`src/rtl/alu_result_fifo_if.sv`:
```
// Valid/ready bundle between the ALU result producer, the result buffer and its consumer.
interface alu_result_fifo_if;
  logic       in_valid;
  logic [3:0] in_alu;
  logic       in_carry;
  logic       in_zero;
  logic       out_valid;
  logic       out_ready;
  logic [3:0] out_alu;
  logic       out_carry;
  logic       out_zero;

  modport master (
    output in_valid, in_alu, in_carry, in_zero, out_ready,
    input  out_valid, out_alu, out_carry, out_zero
  );

  modport slave (
    input  in_valid, in_alu, in_carry, in_zero, out_ready,
    output out_valid, out_alu, out_carry, out_zero
  );
endinterface

```
`src/rtl/alu_result_fifo.sv`:
```
// First-word-fall-through buffer for ALU results; drops, flags and counts results that arrive while full.
module alu_result_fifo #(
  parameter  int unsigned DEPTH = 8,
  localparam int unsigned AW    = $clog2(DEPTH)
) (
  input  logic                clk,
  input  logic                reset,
  alu_result_fifo_if.slave    bus,
  output logic [AW:0]         count,
  output logic                full,
  output logic                empty,
  output logic                overflow,
  output logic [7:0]          drop_cnt,
  input  logic                clr_ovf
);

  localparam int unsigned CW = AW + 1;
  localparam int unsigned EW = 6;

  logic [EW-1:0] mem [DEPTH];
  logic [AW-1:0] wr_ptr;
  logic [AW-1:0] rd_ptr;
  logic          push;
  logic          pop;
  logic          drop;

  assign full          = (count == CW'(DEPTH));
  assign empty         = (count == '0);
  assign bus.out_valid = !empty;

  // A pop on a full buffer frees the slot the same cycle, so the push still lands.
  assign pop  = bus.out_valid && bus.out_ready;
  assign push = bus.in_valid && (!full || pop);
  assign drop = bus.in_valid && full && !pop;

  assign {bus.out_alu, bus.out_carry, bus.out_zero} = mem[rd_ptr];

  always_ff @(posedge clk or negedge reset) begin
    if (!reset) begin
      for (int i = 0; i < int'(DEPTH); i++) begin
        mem[i] <= '0;
      end
    end else if (push) begin
      mem[wr_ptr] <= {bus.in_alu, bus.in_carry, bus.in_zero};
    end
  end

  always_ff @(posedge clk or negedge reset) begin
    if (!reset) begin
      wr_ptr <= '0;
      rd_ptr <= '0;
      count  <= '0;
    end else begin
      if (push) wr_ptr <= wr_ptr + AW'(1);
      if (pop)  rd_ptr <= rd_ptr + AW'(1);
      case ({push, pop})
        2'b10:   count <= count + CW'(1);
        2'b01:   count <= count - CW'(1);
        default: count <= count;
      endcase
    end
  end

  // A drop in the same cycle as a clear takes precedence over the clear.
  always_ff @(posedge clk or negedge reset) begin
    if (!reset) begin
      overflow <= 1'b0;
      drop_cnt <= '0;
    end else if (drop) begin
      overflow <= 1'b1;
      if (clr_ovf)                drop_cnt <= 8'd1;
      else if (drop_cnt != 8'hFF) drop_cnt <= drop_cnt + 8'd1;
    end else if (clr_ovf) begin
      overflow <= 1'b0;
      drop_cnt <= '0;
    end
  end

endmodule

```
`src/flat_wrapper.sv`:
```
// flat-port wrapper written by rule: the top's interface ports become plain ports
module alu_result_fifo_flat 
#(
  parameter  int unsigned DEPTH = 8,
  localparam int unsigned AW    = $clog2(DEPTH)
)
  (clk, reset, count, full, empty, overflow, drop_cnt, clr_ovf, bus_in_valid, bus_in_alu, bus_in_carry, bus_in_zero, bus_out_ready, bus_out_valid, bus_out_alu, bus_out_carry, bus_out_zero);
  alu_result_fifo_if bus_i ();
  input  logic clk;
  input  logic reset;
  output logic [AW:0] count;
  output logic full;
  output logic empty;
  output logic overflow;
  output logic [7:0] drop_cnt;
  input  logic clr_ovf;
  input wire logic [$bits(bus_i.in_valid)-1:0] bus_in_valid;
  input wire logic [$bits(bus_i.in_alu)-1:0] bus_in_alu;
  input wire logic [$bits(bus_i.in_carry)-1:0] bus_in_carry;
  input wire logic [$bits(bus_i.in_zero)-1:0] bus_in_zero;
  input wire logic [$bits(bus_i.out_ready)-1:0] bus_out_ready;
  output wire logic [$bits(bus_i.out_valid)-1:0] bus_out_valid;
  output wire logic [$bits(bus_i.out_alu)-1:0] bus_out_alu;
  output wire logic [$bits(bus_i.out_carry)-1:0] bus_out_carry;
  output wire logic [$bits(bus_i.out_zero)-1:0] bus_out_zero;
  assign bus_i.in_valid = bus_in_valid;
  assign bus_i.in_alu = bus_in_alu;
  assign bus_i.in_carry = bus_in_carry;
  assign bus_i.in_zero = bus_in_zero;
  assign bus_i.out_ready = bus_out_ready;
  assign bus_out_valid = bus_i.out_valid;
  assign bus_out_alu = bus_i.out_alu;
  assign bus_out_carry = bus_i.out_carry;
  assign bus_out_zero = bus_i.out_zero;
  alu_result_fifo #(.DEPTH(DEPTH)) u_core (.clk(clk), .reset(reset), .bus(bus_i), .count(count), .full(full), .empty(empty), .overflow(overflow), .drop_cnt(drop_cnt), .clr_ovf(clr_ovf));
endmodule
```
`config.mk`:
```
export PLATFORM = sky130hd
export DESIGN_NAME = alu_result_fifo_flat
export DESIGN_NICKNAME = d
export VERILOG_FILES = /design/src/rtl/alu_result_fifo_if.sv /design/src/rtl/alu_result_fifo.sv /design/src/flat_wrapper.sv
export SDC_FILE = /design/constraint.sdc
export NUM_CORES = 1
export LEC_CHECK = 0
export CORE_MARGIN = 5
export CORE_UTILIZATION = 52
export DETAILED_ROUTE_END_ITERATION = 10
export PLACE_DENSITY_LB_ADDON = 0.15
export SKIP_LAST_GASP = 1
export SYNTH_ARGS = -nofsm -noshare
export SYNTH_HDL_FRONTEND = slang
export SYNTH_SLANG_ARGS = --single-unit
```
`constraint.sdc`:
```
create_clock -name clk -period 2.8 [get_ports clk]
set_input_delay 0.56 -clock clk [delete_from_list [all_inputs] [get_ports clk]]
set_output_delay 0.56 -clock clk [all_outputs]
set_load 0.02 [all_outputs]
```
# == Yosys cells after proc, flatten, opt, wreduce, memory -nomap -nowiden ==
# Cells that the tools add are included.
# Widths: inputs -> output; s select.
# word_totals
regBits,67
latch_bits,0
ramBits,0
romBits,0
output_inout_bits,22
mem_count,0
# op_classes
addsub,5
multipliers,0
div,0
n_lt_le_gt_ge,3
eq_ne,4
shift,0
n_mux,13
n_bitwise,2
reduce_logical,14
# ops
operator,n
$bwmux 48,1
$mux 8,4
$bmux 6 s3,1
$demux 6 s3,1
$mux 6,3
$add 8x1->8 const B,1
$ge 4x4->1 const B,2
$ne 8x8->1 const B,1
$not 3->4,2
$pmux 4 s2,1
$add 3x1->3 const B,2
$reduce_bool 2->1,3
$logic_and 1x1->1,5
$add 4x1->4 const B,1
$eq 4x4->1 const B,1
$logic_not 4->1,1
$lt 4x1->1 const B,1
$sub 4x1->4 const B,1
$logic_not 1->1,3
$eq 2x1->1 const B,1
$eq 2x2->1 const B,1
$mux 1,2
$reduce_and 2->1,1
$logic_or 1x1->1,1

# == Longest topological paths before layout ==
# depth
word_depth,7
depth_mapped,9

# == Worst setup path before layout ==
# No wires, ideal clock.
# synth_timing
path_kind,flip-flop to flip-flop
from,register u_core.count[0]
to,register u_core.count[3]
setup_ps,91
t_arrival_ps,2401
required_time_ps,2709
path_slack_ps,308
stages_incl_launch_ff,10
n_path_buf,0
synth_period_minus_slack_ps,2492
path_cell_list,dfrtp_1 > or3_1 > nand2b_1 > nand2_1 > inv_1 > ha_1 > nand3_1 > and2_1 > a221o_1 > o221ai_1
# synth_via
elab_chain_len,7
elab_cells_between_ends,13
classes_between,add/sub: 2; eq/ne: 3; mux: 1; reduce/logical: 7
# synth_lines
element,line,text
"start, declared",alu_result_fifo.sv:9,"output logic [AW:0] count,"
"start signal, assigned",alu_result_fifo.sv:57,2'b10: count <= count + CW'(1);
"start signal, assigned",alu_result_fifo.sv:58,2'b01: count <= count - CW'(1);
"start signal, assigned",alu_result_fifo.sv:59,default: count <= count;
$logic_not 4->1 (*),alu_result_fifo.sv:28,assign empty = (count == '0);
$logic_not 1->1 (*),alu_result_fifo.sv:29,assign bus.out_valid = !empty;
net bus_out_valid,flat_wrapper.sv:22,output wire logic [$bits(bus_i.out_valid)-1:0] bus_out_valid;
$logic_and 1x1->1 (*),alu_result_fifo.sv:32,assign pop = bus.out_valid && bus.out_ready;
$logic_or 1x1->1,alu_result_fifo.sv:33,assign push = bus.in_valid && (!full || pop);
$logic_and 1x1->1,alu_result_fifo.sv:33,
$eq 2x1->1 / $eq 2x2->1 (equally long branches),alu_result_fifo.sv:56,"case ({push, pop})"
$pmux 4 s2 / $reduce_bool 2->1 (equally long branches),--,
# Mark *: on every way through the listed nets, which the timed path passes. The rest lies on a longest branch.
# A chain may end at the register's enable or synchronous reset.

# == Final worst setup path ==
# layout_timing
from,register u_core.count[0]
to,output port full
# layout_via
elab_chain_len,1
# layout_lines
element,line,text
$eq 4x4->1,alu_result_fifo.sv:27,assign full = (count == CW'(DEPTH));
"end, declared",flat_wrapper.sv:12,output logic full;
# Every way passes these cells.

==> impl_metrics.py <==
metrics = {
    "pwr": {
        "power.density_nw_per_um2": 1130,
        "internal_power_uw": 2970,
        "p_seq_frac": 0.397,
        "ir_drop_mv": 0.708,
        "leakagePower_uw": 0.00173,
        "finalPower_uw": 4410,
        "power.share.clock": 0.209,
        "p_sw_uw": 1450,
        "swShare": 0.328,
        "comb_power_share": 0.394,
    },
    "logic_synthesis": {
        "syn-num-nets": 250,
        "ys_seq_area_frac": 0.513,
        "synthCells": 233,
        "synth_flop_cell": "dfrtp_1",
        "synth_cell_types": 44,
        "syn-cell-area_sq_um": 3270,
        "synth-async-reset-ratio": 1.00,
        "synth_seq_cells": 67,
        "yosys_warnings": 0,
        "synth.avg_cell_area_sq_um": 14.0,
        "synth_edf_count": 0,
    },
    "cells_and_area": {
        "finish.instance_area_sq_um": 3910,
        "utilization": 0.650,
        "syn2layout_area_growth_pct": 19.7,
        "final_common_cell": "dfrtp_1",
        "fill_cells": 452,
        "final_cell_mix": "dfrtp_1, mux2_1, clkdlybuf4s50_1, mux4_2, clkbuf_8",
        "finalNetCount": 286,
        "instances_no_fill": 349,
        "drive_above_1_share": 0.175,
        "diodes": 0,
    },
    "route": {
        "num_vias": 2031,
        "drtIter0Drc": 77,
        "via_per_inst": 5.82,
        "wl_um": 6360,
        "dr.pass1.iters": 4,
        "wl_per_cell_um": 18.2,
        "drtAntennaViolNets": 0,
        "detail_route.drc_violations": 0,
    },
    "grt": {
        "grt_pass1_vias": 2055,
        "antenna_found_initial": 0,
        "grt_usage": 0.177,
        "grt_first_pass_wirelength_um": 10400,
        "grt-ovfl-total": 0,
        "grt_max_degree": 26,
    },
    "floorplanning": {
        "dieWidth_um": 89.3,
        "start_util": 0.543,
        "rows": 28,
        "ios": 33,
        "die_area_sq_um": 7970,
        "core_sq_um": 6030,
        "die_h_um": 89.3,
    },
    "sta": {
        "rsz0062_at_grt": "no",
        "fmax_mhz": 377,
        "setup_viol": 0,
        "tns_ns": 0,
        "relSlewSlack": 0.630,
        "finalClockSkew_ns": 0.0106,
        "worstMarginPinSlew_ns": 0.555,
        "min_period_ns": 2.65,
        "hold_viol": 0,
        "maxSlewViolCount": 0,
        "fin_crit_sh": 0.948,
    },
    "place": {
        "place_hpwl_um": 4310,
        "placed_cells": 333,
        "dpl_cell_area_sq_um": 3670,
        "routabilityCongestion": 0.740,
        "port_buffers": 32,
    },
    "setup_path": {
        "end_kind": "output pin",
        "start_kind": "flip-flop",
        "worstPathRequired_ns": 2.24,
        "crit_arrival_ns": 2.09,
        "crit_type": "flip-flop to output pin",
        "path_max_fanout": 6,
    },
    "clock_tree": {
        "clock_latency_ns": 0.34,
        "clockRootBuffer": "clkbuf_8",
        "h-tree-depth": 3,
        "numCtsBuffers": 9,
        "cts_tree": "yes",
        "clockBufferDepth": 2,
        "clock_sinks": 67,
        "clk_pin_slew_ns": 0.07,
        "holdBufCountCts": 0,
    },
    "run_status": {
        "status": "finished clean",
    },
    "run": {
        "maxCapViolCount": 0,
    },
    "worst_hold_path": {
        "hold_class": "input port to async pin",
    },
}
## worst paths after layout
kind	slack, ns	endpoint	cells after the start	startpoint
max in group asynchronous	1.87	u_core.rd_ptr[1]	2	reset
min in group clk	0.49	u_core.mem[3]	1	u_core.mem[3]
hold reg to reg	0.49	u_core.mem[3]	1	u_core.mem[3]
hold / removal	0.20	u_core.mem[46]	1	reset
setup / recovery	0.15	full	3	u_core.count[0]
setup reg to reg	0.34	u_core.count[3]	9	u_core.count[0]
## worst max-delay path: stages (launching register included)
cell and delay, ns:
dfrtp_1 0.45, or4b_4 0.60, clkinv_4 0.10, clkdlybuf4s50_1 0.60
## synth_stat cells (2+ instances only)
master	number	area (sq um)
a21oi_1	7	35.0
buf_2	4	20.0
clkbuf_1	5	18.8
dfrtp_1	67	1680
ha_1	5	62.6
inv_1	6	22.5
mux2_1	49	552
mux2_2	7	78.8
mux2i_1	2	20.0
mux4_2	12	270
nand2_1	10	37.5
nand2b_1	3	18.8
nand3_1	4	20.0
nand4_1	2	12.5
nand4b_2	3	45.0
nor2_1	4	15.0
nor2b_1	2	12.5
nor4_1	2	12.5
o21a_1	2	15.0
o21ai_0	3	15.0
o31ai_1	2	15.0
or3_1	2	12.5
or4_1	3	22.5
or4b_1	2	20.0
xnor2_1	6	52.6
## routing by layer
metal	wire length (um)	vias up	part of all wire	GRT usage
met3	208	6	0.033	0.0479
li1	-	948	-	-
met4	50	0	0.0079	0.0528
met5	0	-	0	0
met2	2980	27	0.47	0.261
met1	3120	1050	0.49	0.257
## flip-flops by register name, summed over array words and instances, names as in the netlist
| signal | cells |
|---|---|
| u_core.count | 4 |
| u_core.drop_cnt | 8 |
| u_core.mem | 48 |
| u_core.overflow | 1 |
| u_core.rd_ptr | 3 |
| u_core.wr_ptr | 3 |
## cells by family (layout without fill, tap and decap cells)
family,count (synthesis),after routing,synth area share
fa+ha+maj,6,6,0.0253
xor+xnor,7,7,0.0188
simple gates,43,43,0.0888
flops,67,67,0.513
compound gates,23,23,0.0501
mux,70,70,0.282
buf+inv,17,58,0.0226
## layout make-up
cell class | instances | area (sq um) | share of cell area
Timing Repair Buffer | 35 | 364 | 0.0930
Tap cell | 75 | 93.8 | 0.0240
Sequential cell | 67 | 1680 | 0.429
Inverter | 7 | 31.3 | 0.00799
Clock inverter | 4 | 72.6 | 0.0185
Clock buffer | 12 | 155 | 0.0396
Multi-Input combinational cell | 149 | 1520 | 0.388
## repair_timing
| item | in CTS | in global routing |
|---|---|---|
| gates cloned | 0 | 0 |
| resized for setup | 2 | 6 |
| buffers inserted | 0 | 0 |
| endpoints found under the setup margin | 6 | 6 |
## power by group through the flow
stage               Clock, uW  Sequential (uW)  Combinational, uW
detailed placement          0             1770               1800
global route              974             1810               1910
finish                    922             1750               1740
floorplan                   0             1630               1320
global placement            0             1750               1770
CTS                       932             1750               1790
## per-stage QoR
| step | setup WS (ns) | hold WS (ns) |
|---|---|---|
| global placement | 0.187 | 0.470 |
| global route | 0.0881 | 0.243 |
| detailed placement | 0.101 | 0.479 |
| finish | 0.147 | 0.202 |
| CTS | 0.000228 | 0.225 |
| floorplan | 0.308 | 0.264 |
(Power assumes the default switching activity.)
